===== src/rtl/fighter_pkg.sv =====
// Shared types for the fighter stat block: FSM states and the per-class attribute table.
package fighter_pkg;

  typedef enum logic [1:0] {StInit, StAlive, StInvuln, StKo} fighter_state_e;

  typedef struct packed {
    logic [8:0] max_hp;
    logic [2:0] speed;
    logic [2:0] dodge;
    logic [4:0] max_sp;
    logic [2:0] color;
  } class_rec_t;

  // Entry 3 covers every class code from 3 to 7.
  localparam class_rec_t ClassTable [4] = '{
    '{9'd175, 3'd4, 3'd5, 5'd8,  3'b110},
    '{9'd150, 3'd6, 3'd7, 5'd10, 3'b011},
    '{9'd200, 3'd2, 3'd5, 5'd10, 3'b101},
    '{9'd150, 3'd7, 3'd7, 5'd8,  3'b010}
  };

  function automatic class_rec_t class_rec(input logic [2:0] cls);
    return (cls > 3'd2) ? ClassTable[3] : ClassTable[cls[1:0]];
  endfunction

  function automatic logic [8:0] class_max_hp(input logic [2:0] cls);
    class_rec_t rec;
    rec = class_rec(cls);
    return rec.max_hp;
  endfunction

  function automatic logic [4:0] class_max_sp(input logic [2:0] cls);
    class_rec_t rec;
    rec = class_rec(cls);
    return rec.max_sp;
  endfunction

endpackage


===== src/rtl/sat_meter.sv =====
// Registered meter: adds a signed delta and clamps the result to [0, max_val], or loads a value.
module sat_meter #(
  parameter int unsigned W = 9
) (
  input  logic                clk,
  input  logic                rst,
  input  logic                upd,
  input  logic                load,
  input  logic [W-1:0]        load_val,
  input  logic signed [W+1:0] delta,
  input  logic [W-1:0]        max_val,
  output logic [W-1:0]        next_val,
  output logic [W-1:0]        value
);

  logic signed [W+1:0] sum;

  always_comb begin
    sum = $signed({2'b00, value}) + delta;
    if (sum < 0) begin
      next_val = '0;
    end else if (sum > $signed({2'b00, max_val})) begin
      next_val = max_val;
    end else begin
      next_val = sum[W-1:0];
    end
  end

  always_ff @(posedge clk or negedge rst) begin
    if (!rst) begin
      value <= '0;
    end else if (upd) begin
      value <= load ? load_val : next_val;
    end
  end

endmodule


===== src/rtl/fighter_stats.sv =====
// Per-fighter health/special meters with invulnerability frames, regen and knock-out.
module fighter_stats
  import fighter_pkg::*;
#(
  parameter int unsigned HP_W         = 9,
  parameter int unsigned SP_W         = 5,
  parameter int unsigned DMG_W        = 6,
  parameter int unsigned COST_W       = 3,
  parameter int unsigned INVULN_CYC   = 8,
  parameter int unsigned REGEN_PERIOD = 16
) (
  input  logic              update,
  input  logic              rst,
  input  logic              en,
  input  logic [2:0]        char_sel,
  input  logic              dmg_valid,
  input  logic [DMG_W-1:0]  dmg,
  input  logic              heal_valid,
  input  logic [DMG_W-1:0]  heal,
  input  logic              sp_req,
  input  logic [COST_W-1:0] sp_cost,
  output logic              sp_grant,
  output logic              sp_deny,
  output logic [HP_W-1:0]   health,
  output logic [SP_W-1:0]   special,
  output logic [2:0]        speed,
  output logic [2:0]        dodge,
  output logic [2:0]        color,
  output logic              invuln,
  output logic              ko
);

  localparam int unsigned InvW = $clog2(INVULN_CYC + 1);
  localparam int unsigned RegW = $clog2(REGEN_PERIOD);

  fighter_state_e    state_q, state_d;
  logic [2:0]        cls_q, cls_d;
  logic [InvW-1:0]   inv_cnt_q, inv_cnt_d;
  logic [RegW-1:0]   regen_cnt_q, regen_cnt_d;
  logic              grant_q, deny_q;

  class_rec_t        cur_rec;
  logic              active, regen_tick, grant_req, deny_req, meter_upd, load;
  logic [DMG_W-1:0]  dmg_eff, heal_eff;
  logic [COST_W-1:0] cost_eff;
  logic signed [HP_W+1:0] hp_delta;
  logic signed [SP_W+1:0] sp_delta;
  logic [HP_W-1:0]   hp_next;
  logic [SP_W-1:0]   sp_next;

  assign cur_rec    = class_rec(cls_q);
  assign active     = (state_q == StAlive) || (state_q == StInvuln);
  assign regen_tick = active && (regen_cnt_q == RegW'(REGEN_PERIOD - 1));
  assign grant_req  = active && sp_req && (special >= SP_W'(sp_cost));
  assign deny_req   = active && sp_req && !grant_req;
  assign load       = (state_q == StInit);
  assign meter_upd  = en && (load || active);

  // Damage only bites while fully vulnerable; healing works in either live state.
  assign dmg_eff  = (dmg_valid && state_q == StAlive) ? dmg : '0;
  assign heal_eff = heal_valid ? heal : '0;
  assign cost_eff = grant_req ? sp_cost : '0;
  assign hp_delta = (HP_W+2)'(heal_eff) - (HP_W+2)'(dmg_eff);
  assign sp_delta = (SP_W+2)'(regen_tick) - (SP_W+2)'(cost_eff);

  sat_meter #(.W(HP_W)) u_health (
    .clk      (update),
    .rst      (rst),
    .upd      (meter_upd),
    .load     (load),
    .load_val (HP_W'(class_max_hp(char_sel))),
    .delta    (hp_delta),
    .max_val  (HP_W'(cur_rec.max_hp)),
    .next_val (hp_next),
    .value    (health)
  );

  sat_meter #(.W(SP_W)) u_special (
    .clk      (update),
    .rst      (rst),
    .upd      (meter_upd),
    .load     (load),
    .load_val (SP_W'(class_max_sp(char_sel))),
    .delta    (sp_delta),
    .max_val  (SP_W'(cur_rec.max_sp)),
    .next_val (sp_next),
    .value    (special)
  );

  always_comb begin
    state_d     = state_q;
    cls_d       = cls_q;
    inv_cnt_d   = inv_cnt_q;
    regen_cnt_d = regen_cnt_q;
    if (en) begin
      unique case (state_q)
        StInit: begin
          cls_d   = char_sel;
          state_d = StAlive;
        end
        StAlive, StInvuln: begin
          regen_cnt_d = regen_tick ? '0 : regen_cnt_q + 1'b1;
          if (hp_next == '0) begin
            state_d = StKo;
          end else if (state_q == StAlive && dmg_valid && dmg != '0) begin
            state_d   = StInvuln;
            inv_cnt_d = InvW'(INVULN_CYC);
          end else if (state_q == StInvuln) begin
            inv_cnt_d = inv_cnt_q - 1'b1;
            if (inv_cnt_q == InvW'(1)) state_d = StAlive;
          end
        end
        default: ;
      endcase
    end
  end

  always_ff @(posedge update or negedge rst) begin
    if (!rst) begin
      state_q     <= StInit;
      cls_q       <= '0;
      inv_cnt_q   <= '0;
      regen_cnt_q <= '0;
      grant_q     <= 1'b0;
      deny_q      <= 1'b0;
    end else begin
      state_q     <= state_d;
      cls_q       <= cls_d;
      inv_cnt_q   <= inv_cnt_d;
      regen_cnt_q <= regen_cnt_d;
      grant_q     <= en && grant_req;
      deny_q      <= en && deny_req;
    end
  end

  assign sp_grant = grant_q;
  assign sp_deny  = deny_q;
  assign speed    = cur_rec.speed;
  assign dodge    = cur_rec.dodge;
  assign color    = cur_rec.color;
  assign invuln   = (state_q == StInvuln);
  assign ko       = (state_q == StKo);

endmodule


===== config.mk =====
export PLATFORM = sky130hd
export DESIGN_NAME = fighter_stats
export DESIGN_NICKNAME = d
export VERILOG_FILES = /design/src/rtl/fighter_pkg.sv /design/src/rtl/sat_meter.sv /design/src/rtl/fighter_stats.sv
export SDC_FILE = /design/constraint.sdc
export NUM_CORES = 1
export LEC_CHECK = 0
export ABC_AREA = 0
export CAP_MARGIN = 20
export CORE_MARGIN = 2
export CORE_UTILIZATION = 65
export DETAILED_ROUTE_END_ITERATION = 10
export DONT_BUFFER_PORTS = 1
export HOLD_SLACK_MARGIN = 0.12
export PLACE_DENSITY = 0.91
export SYNTH_ARGS = -nofsm -noshare
export SYNTH_HDL_FRONTEND = slang
export SYNTH_SLANG_ARGS = --single-unit
export TNS_END_PERCENT = 10

===== constraint.sdc =====
create_clock -name update -period 9.8 [get_ports update]
set_clock_uncertainty 0.2 [all_clocks]
set_input_delay 0.98 -clock update [delete_from_list [all_inputs] [get_ports update]]
set_output_delay 0.98 -clock update [all_outputs]
set_load 0.01 [all_outputs]

Yosys cells after proc, flatten, opt, wreduce, memory -nomap -nowiden
Index checks and enable logic that the tools add are counted.
{ "word_totals": {"reg_bits": 29, "inputBits": 24, "output_inout_bits": 27, "wordCells": 80} }
{ "classes": {"addsub": 6, "magnitude_cmp": 9, "eq_ne": 7, "n_mux": 25, "bitwise_logic": 3, "n_reduce_logical": 22} }
{ "op_table": {"columns": ["op", "count"], "rows": [
  ["$mux W23", 6],
  ["$bmux W23 S2", 2],
  ["$mux W9", 3],
  ["$mux W5", 3],
  ["$mux W4", 3],
  ["$mux W6", 2],
  ["$add A10 B7 Y11", 1],
  ["$gt A11 B10 Y1", 1],
  ["$lt A11 B1 Y1 const B", 1],
  ["$logic_and A1 B1 Y1", 9],
  ["$logic_not A9 Y1", 1],
  ["$mux W2", 4],
  ["$ne A4 B4 Y1 const B", 2],
  ["$reduce_and A4 Y1", 2],
  ["$add A6 B4 Y7", 1],
  ["$gt A7 B6 Y1", 1],
  ["$lt A7 B1 Y1 const B", 1],
  ["$sub A6 B6 Y7", 1],
  ["$ge A3 B3 Y1 const B", 2],
  ["$gt A3 B2 Y1 const B", 2],
  ["$not A2 Y3", 2],
  ["$reduce_bool A6 Y1", 1],
  ["$ge A5 B3 Y1", 1],
  ["$add A4 B1 Y4 const B", 1],
  ["other kinds (15)", 19]
]} }

Logic depth before layout (Yosys ltp)
{ "depth": {"depth_word": 11, "mapped_depth": 25, "depth_no_buf": 24} }

Hierarchy
A second synthesis with hierarchy kept.
{ "unflattened": {"hier_cells": 469, "area_unflattened_um2": 3673.5} }
{ "by_module_without_submodules": {"columns": ["module", "n_inst", "cells_per_inst", "area_per_inst_um2", "seq_area_each_um2"], "rows": [
  ["fighter_stats", 1, 189, 1535.2, 375.4],
  ["sat_meter (u_health)", 1, 198, 1483.9, 225.2],
  ["sat_meter (u_special)", 1, 82, 654.4, 125.1]
]} }

Worst setup path after synthesis
Ideal clock, no wire load.
{ "synth_timing": {"path_kind": "input port to flip-flop", "startpoint": "in dmg_valid", "endpoint": "reg inv_cnt_q[0]", "setup_ns": 0.121, "arrival_ns": 5.353, "t_required_ns": 9.479, "path_slack_ns": 4.126, "path_stages": 23, "n_path_buf": 1, "cell_sequence": "and2_1 -> clkbuf_1 -> nand2_1 -> inv_1 -> fa_1 -> nor2b_4 -> o31ai_4 -> a21boi_0 -> ha_1 -> and2_1 -> o21ai_1 -> nand3_1 -> xnor2_1 -> xnor2_1 -> ha_1 -> a21oi_1 -> o21ai_0 -> o22ai_1 -> a211oi_1 -> nor4_4 -> nand4b_2 -> nor3b_1 -> a22o_1"} }
{ "synth_via": {"elab_chain_cells": 10, "word_cells_on_any_way": 14, "classes_between": "add/sub (2); order compare (2); mux (4); bitwise (1); reduce/logical (5)"} }
{ "synth_rtl": {"columns": ["element", "line_no", "rtl"], "rows": [
  ["start: declaration", "fighter_stats.sv:16", "input logic dmg_valid,"],
  ["$logic_and A1 B1 Y1 *", "fighter_stats.sv:60, fighter_stats.sv:105", null],
  ["$mux W6", "fighter_stats.sv:60", "assign dmg_eff = (dmg_valid && state_q == StAlive) ? dmg : '0;"],
  ["$sub A6 B6 Y7", "fighter_stats.sv:63", "assign hp_delta = (HP_W+2)'(heal_eff) - (HP_W+2)'(dmg_eff);"],
  ["$add A10 B7 Y11", "sat_meter.sv:19", "sum = $signed({2'b00, value}) + delta;"],
  ["$gt A11 B10 Y1", "sat_meter.sv:22", "end else if (sum > $signed({2'b00, max_val})) begin"],
  ["$mux W9", "sat_meter.sv:22", null],
  ["$mux W9", "sat_meter.sv:20", "if (sum < 0) begin"],
  ["$logic_not A9 Y1", "fighter_stats.sv:103", "if (hp_next == '0) begin"],
  ["$not A1 Y1 (no line)", null, null],
  ["$reduce_and A4 Y1 (no line)", null, null],
  ["end signal: assignment", "fighter_stats.sv:129", "inv_cnt_q <= inv_cnt_d;"],
  ["end: declaration", "fighter_stats.sv:38", "logic [InvW-1:0] inv_cnt_q, inv_cnt_d;"]
]} }
Every way passes the cells marked *; elsewhere a longest branch is shown, timed or not.
A chain may end at the register's enable or synchronous reset.

Final worst setup path
{ "layout_timing": {"startpoint": "in dmg_valid", "endpoint": "reg state_q[1]"} }
{ "layout_via": {"elab_chain_cells": 10, "word_cells_on_any_way": 16, "classes_between": "add/sub (2); order compare (2); eq/ne (2); mux (6); reduce/logical (4)"} }
{ "layout_rtl": {"columns": ["element", "line_no", "rtl"], "rows": [
  ["$logic_and A1 B1 Y1 *", "fighter_stats.sv:60, fighter_stats.sv:105", null],
  ["$mux W6", "fighter_stats.sv:60", null],
  ["$sub A6 B6 Y7", "fighter_stats.sv:63", null],
  ["$add A10 B7 Y11", "sat_meter.sv:19", null],
  ["$gt A11 B10 Y1", "sat_meter.sv:22", null],
  ["$mux W9", "sat_meter.sv:22", null],
  ["$mux W9", "sat_meter.sv:20", null],
  ["$logic_not A9 Y1", "fighter_stats.sv:103", null],
  ["$ne A4 B4 Y1 (no line) or $mux W2 (tied branches)", null, null],
  ["$reduce_and A4 Y1 (no line) or $pmux W2 S2 (tied branches)", null, null],
  ["end signal: assignment", "fighter_stats.sv:120", "state_q <= StInit;"],
  ["end signal: assignment", "fighter_stats.sv:127", "state_q <= state_d;"],
  ["end: declaration", "fighter_stats.sv:36", "fighter_state_e state_q, state_d;"]
]} }
Marked as above.

==> impl_metrics.env <==
export IMPL_synth_area_leader_cell="dfrtp_1"
export IMPL_dp_cells=406
export IMPL_cellPowerDensity_nw_per_um2=419
export IMPL_holdBufCountCts=0
export IMPL_dr_pass1_iters=5
export IMPL_synth_area_leaders="dfrtp_1, ha_1, inv_1"
export IMPL_cts_resized=0
export IMPL_synth_cell_types=60
export IMPL_post_dp_cell_area_um2=3030
export IMPL_drv_cap=0
export IMPL_multiInputGateArea_um2=2070
export IMPL_cp_max_fo=9
export IMPL_synthCells=362
export IMPL_wl_um=7040
export IMPL_synth_commonest_cells="ha_1, inv_1, nand2_1"
export IMPL_power_switching_mw=0.681
export IMPL_place_gp_congestion=0.974
export IMPL_yosysSeqAreaShare_pct=24.1
export IMPL_nFillCells=322
export IMPL_antenna_found_initial=0
export IMPL_syn_avg_cell_area_um2=8.31
export IMPL_critical_path_class="in2reg"
export IMPL_post_cts_setup_buffers=0
export IMPL_initial_core_util_pct=68.1
export IMPL_cpMaxStageDelayCell="nor4_4"
export IMPL_critPathLaunchType="input port"
export IMPL_die_h_um=72.0
export IMPL_grt_max_degree=30
export IMPL_syn_to_final_growth_pct=3.79
export IMPL_fp_dieW_um=72.0
export IMPL_cp_top_family="simple AND/OR/NAND/NOR gates"
export IMPL_diodes=0
export IMPL_port_buffers=0
export IMPL_internal_power_mw=0.628
export IMPL_swShare_pct=52.0
export IMPL_total_power_mw=1.31
export IMPL_hold_viol=0
export IMPL_slew_headroom_pct=56.4
export IMPL_final_max_slew_viol_count=0
export IMPL_vias_per_cell=6.25
export IMPL_ant_nets=0
export IMPL_hpwl_um=5560
export IMPL_ios=51
export IMPL_drc=0
export IMPL_layout_cells_non_filler=415
export IMPL_outcome="finished clean"
export IMPL_h_tree_depth=2
export IMPL_ir_worst_vdd_uv=188
export IMPL_grt_pass1_wl_um=11600
export IMPL_yosys_warnings=0
export IMPL_rsz0062_at_grt="false"
export IMPL_nets=434
export IMPL_wl_per_cell_um=17.0
export IMPL_grt_pass1_vias=2638
export IMPL_max_freq_mhz=167
export IMPL_p_leak_nw=1.53
export IMPL_drive_above_1_share_pct=4.96
export IMPL_worstPathRequired_ns=9.78
export IMPL_fp_row_count=24
export IMPL_drtIter0Drc=201
export IMPL_pwr_share_clk_pct=7.4
export IMPL_p_comb_share_pct=74.1
export IMPL_synth_area_um2=3010
export IMPL_timing_final_setup_violations=0
export IMPL_seqPwrFrac_pct=18.5
export IMPL_cts_root_buf="clkbuf_8"
export IMPL_cts_tree="yes"
export IMPL_postLayoutCellArea_um2=3120
export IMPL_cp_cell_sequence="and2_1 > nand2_1 > inv_1 > fa_1 > nor2b_4 > o21ai_0 > a21boi_0 > ha_1 > and2_1 > o21ai_1 > nand3_1 > xnor2_1 > xnor2_1 > ha_1 > a21oi_1 > o21ai_0 > o22ai_1 > a211oi_1 > nor4_4 > nand4b_2 > nor3b_1 > o21bai_1"
export IMPL_clock_sinks=29
export IMPL_ys_ff_latch=29
export IMPL_cp_num_buf_inv=1
export IMPL_grt_ovfl_total=0
export IMPL_dieArea_um2=5190
export IMPL_min_period_over_period_pct=61.1
export IMPL_arrival_ns=5.97
export IMPL_worst_slew_pin_transition_ns=0.650
export IMPL_fin_crit_ns=5.99
export IMPL_grtUsageTotal_pct=28.3
export IMPL_synth_top_area_share_pct=24.1
export IMPL_async_flop_share_pct=100
export IMPL_max_stage_delay_ns=0.64
export IMPL_clk_path_buf_depth=2
export IMPL_via_count=2593
export IMPL_worstHoldPathType="in2async"
export IMPL_ff_latch_area_um2=726
export IMPL_end_kind="flop"
export IMPL_cts_buffers=5
export IMPL_synth_edf_count=0
export IMPL_core_region_area_um2=4410
export IMPL_fin_tns_setup_ns=0
export IMPL_clk_insertion_delay_late_ns=0.29
export IMPL_clk_pin_slew_ns=0.07
export IMPL_yosys_most_used_dff="dfrtp_1"
worst register-to-register path: stages (launching register included):
cell and delay, ns:
dfrtp_1 0.40, inv_1 0.10, ha_1 0.16, and2_1 0.23
nand2_1 0.11, ha_1 0.28, a21o_1 0.19, a21oi_1 0.26
o21bai_1 0.10, a21oi_1 0.18, xnor2_1 0.14, ha_1 0.29
o2111ai_1 0.19, nand3_1 0.23, xnor2_1 0.19, xnor2_1 0.25
ha_1 0.30, a21oi_1 0.18, o21ai_0 0.11, o22ai_1 0.21
a211oi_1 0.11, nor4_4 0.64, nand4b_2 0.29, nor3b_1 0.26
o21bai_1 0.24
cell usage in the layout, fill, tap and decap left out, types with 3 or more instances in the layout:
| master | instances |
|---|---|
| a21o_1 | 4 |
| nor2b_1 | 4 |
| a21oi_1 | 22 |
| o21bai_1 | 6 |
| a31oi_1 | 3 |
| inv_1 | 45 |
| xnor2_1 | 15 |
| o31ai_1 | 3 |
| and2_1 | 11 |
| and3_1 | 5 |
| nand2b_1 | 4 |
| nor3_1 | 4 |
| o21ai_0 | 16 |
| o21a_1 | 4 |
| nand2_1 | 37 |
| clkbuf_8 | 5 |
| mux2i_1 | 6 |
| a22o_1 | 5 |
| dfrtp_1 | 29 |
| nor2_1 | 24 |
| nor4b_1 | 3 |
| nand4_1 | 3 |
| nand3_1 | 9 |
| fa_1 | 3 |
| ha_1 | 45 |
power groups by stage:
stage / clock network, mW / logic [mW] / registers [mW]
finish: 0.0973 / 0.970 / 0.242
detailed placement: 0 / 0.947 / 0.241
global route: 0.101 / 1.08 / 0.249
floorplan: 0 / 0.772 / 0.221
global placement: 0 / 0.898 / 0.240
CTS: 0.0977 / 0.957 / 0.241
worst paths after layout:
path,from,to,slack [ns],depth (start not counted)
setup / recovery,dmg_valid,state_q[1]$_DFFE_PN0P_,3.81,22
hold / removal,rst,u_special.value[4]$_DFFE_PN0P_,0.18,0
setup reg to reg,state_q[1]$_DFFE_PN0P_,state_q[1]$_DFFE_PN0P_,3.86,24
hold reg to reg,regen_cnt_q[2]$_DFFE_PN0P_,regen_cnt_q[2]$_DFFE_PN0P_,0.30,1
max in group asynchronous,rst,state_q[1]$_DFFE_PN0P_,9.14,0
min in group update,regen_cnt_q[2]$_DFFE_PN0P_,regen_cnt_q[2]$_DFFE_PN0P_,0.30,1
layout make-up:
class,instances,share of cell area (%)
clock buffers,6,2.32
clock inverters,2,0.321
inverters,45,5.41
multi-input cells,280,66.4
flip-flops and latches,29,23.2
well taps,52,2.08
repair buffers,1,0.240
cells by family (layout without fill, tap and decap cells):
kind of cell	after synthesis	after routing	synth area share (%)
AND/OR/NAND/NOR	119	119	20.9
AO/OA/AOI/OAI	88	88	20.0
buffers and inverters	54	54	7.11
adder cells (fa/ha/maj)	48	48	20.7
flip-flops	29	29	24.1
XOR/XNOR	16	16	4.66
multiplexers	7	7	2.37
other	1	2	0.125
flip-flops by register name, indices dropped and copies added, names as in the netlist:
name / count
u_health.value: 9
state_q: 2
u_special.value: 5
sp_deny: 1
inv_cnt_q: 4
cls_q: 3
sp_grant: 1
regen_cnt_q: 4
per-stage QoR:
stage / util, % / hold WS [ns] / setup slack (ns)
floorplan: - / 0.244 / 4.13
global placement: 68.7 / 0.264 / 3.90
detailed placement: 68.7 / 0.295 / 3.61
CTS: 70.5 / 0.176 / 3.89
global route: 70.7 / 0.172 / 3.30
finish: 70.7 / 0.178 / 3.81
metal layers:
layer  up-vias  track usage [%]  wire [um]
met5         -                0          0
met4         0             11.9        205
met3        22             5.83        492
met2       118             50.3       3600
met1      1200             33.1       2740
li1       1253                -          -
No activity file was read; power rests on OpenSTA's default activity.
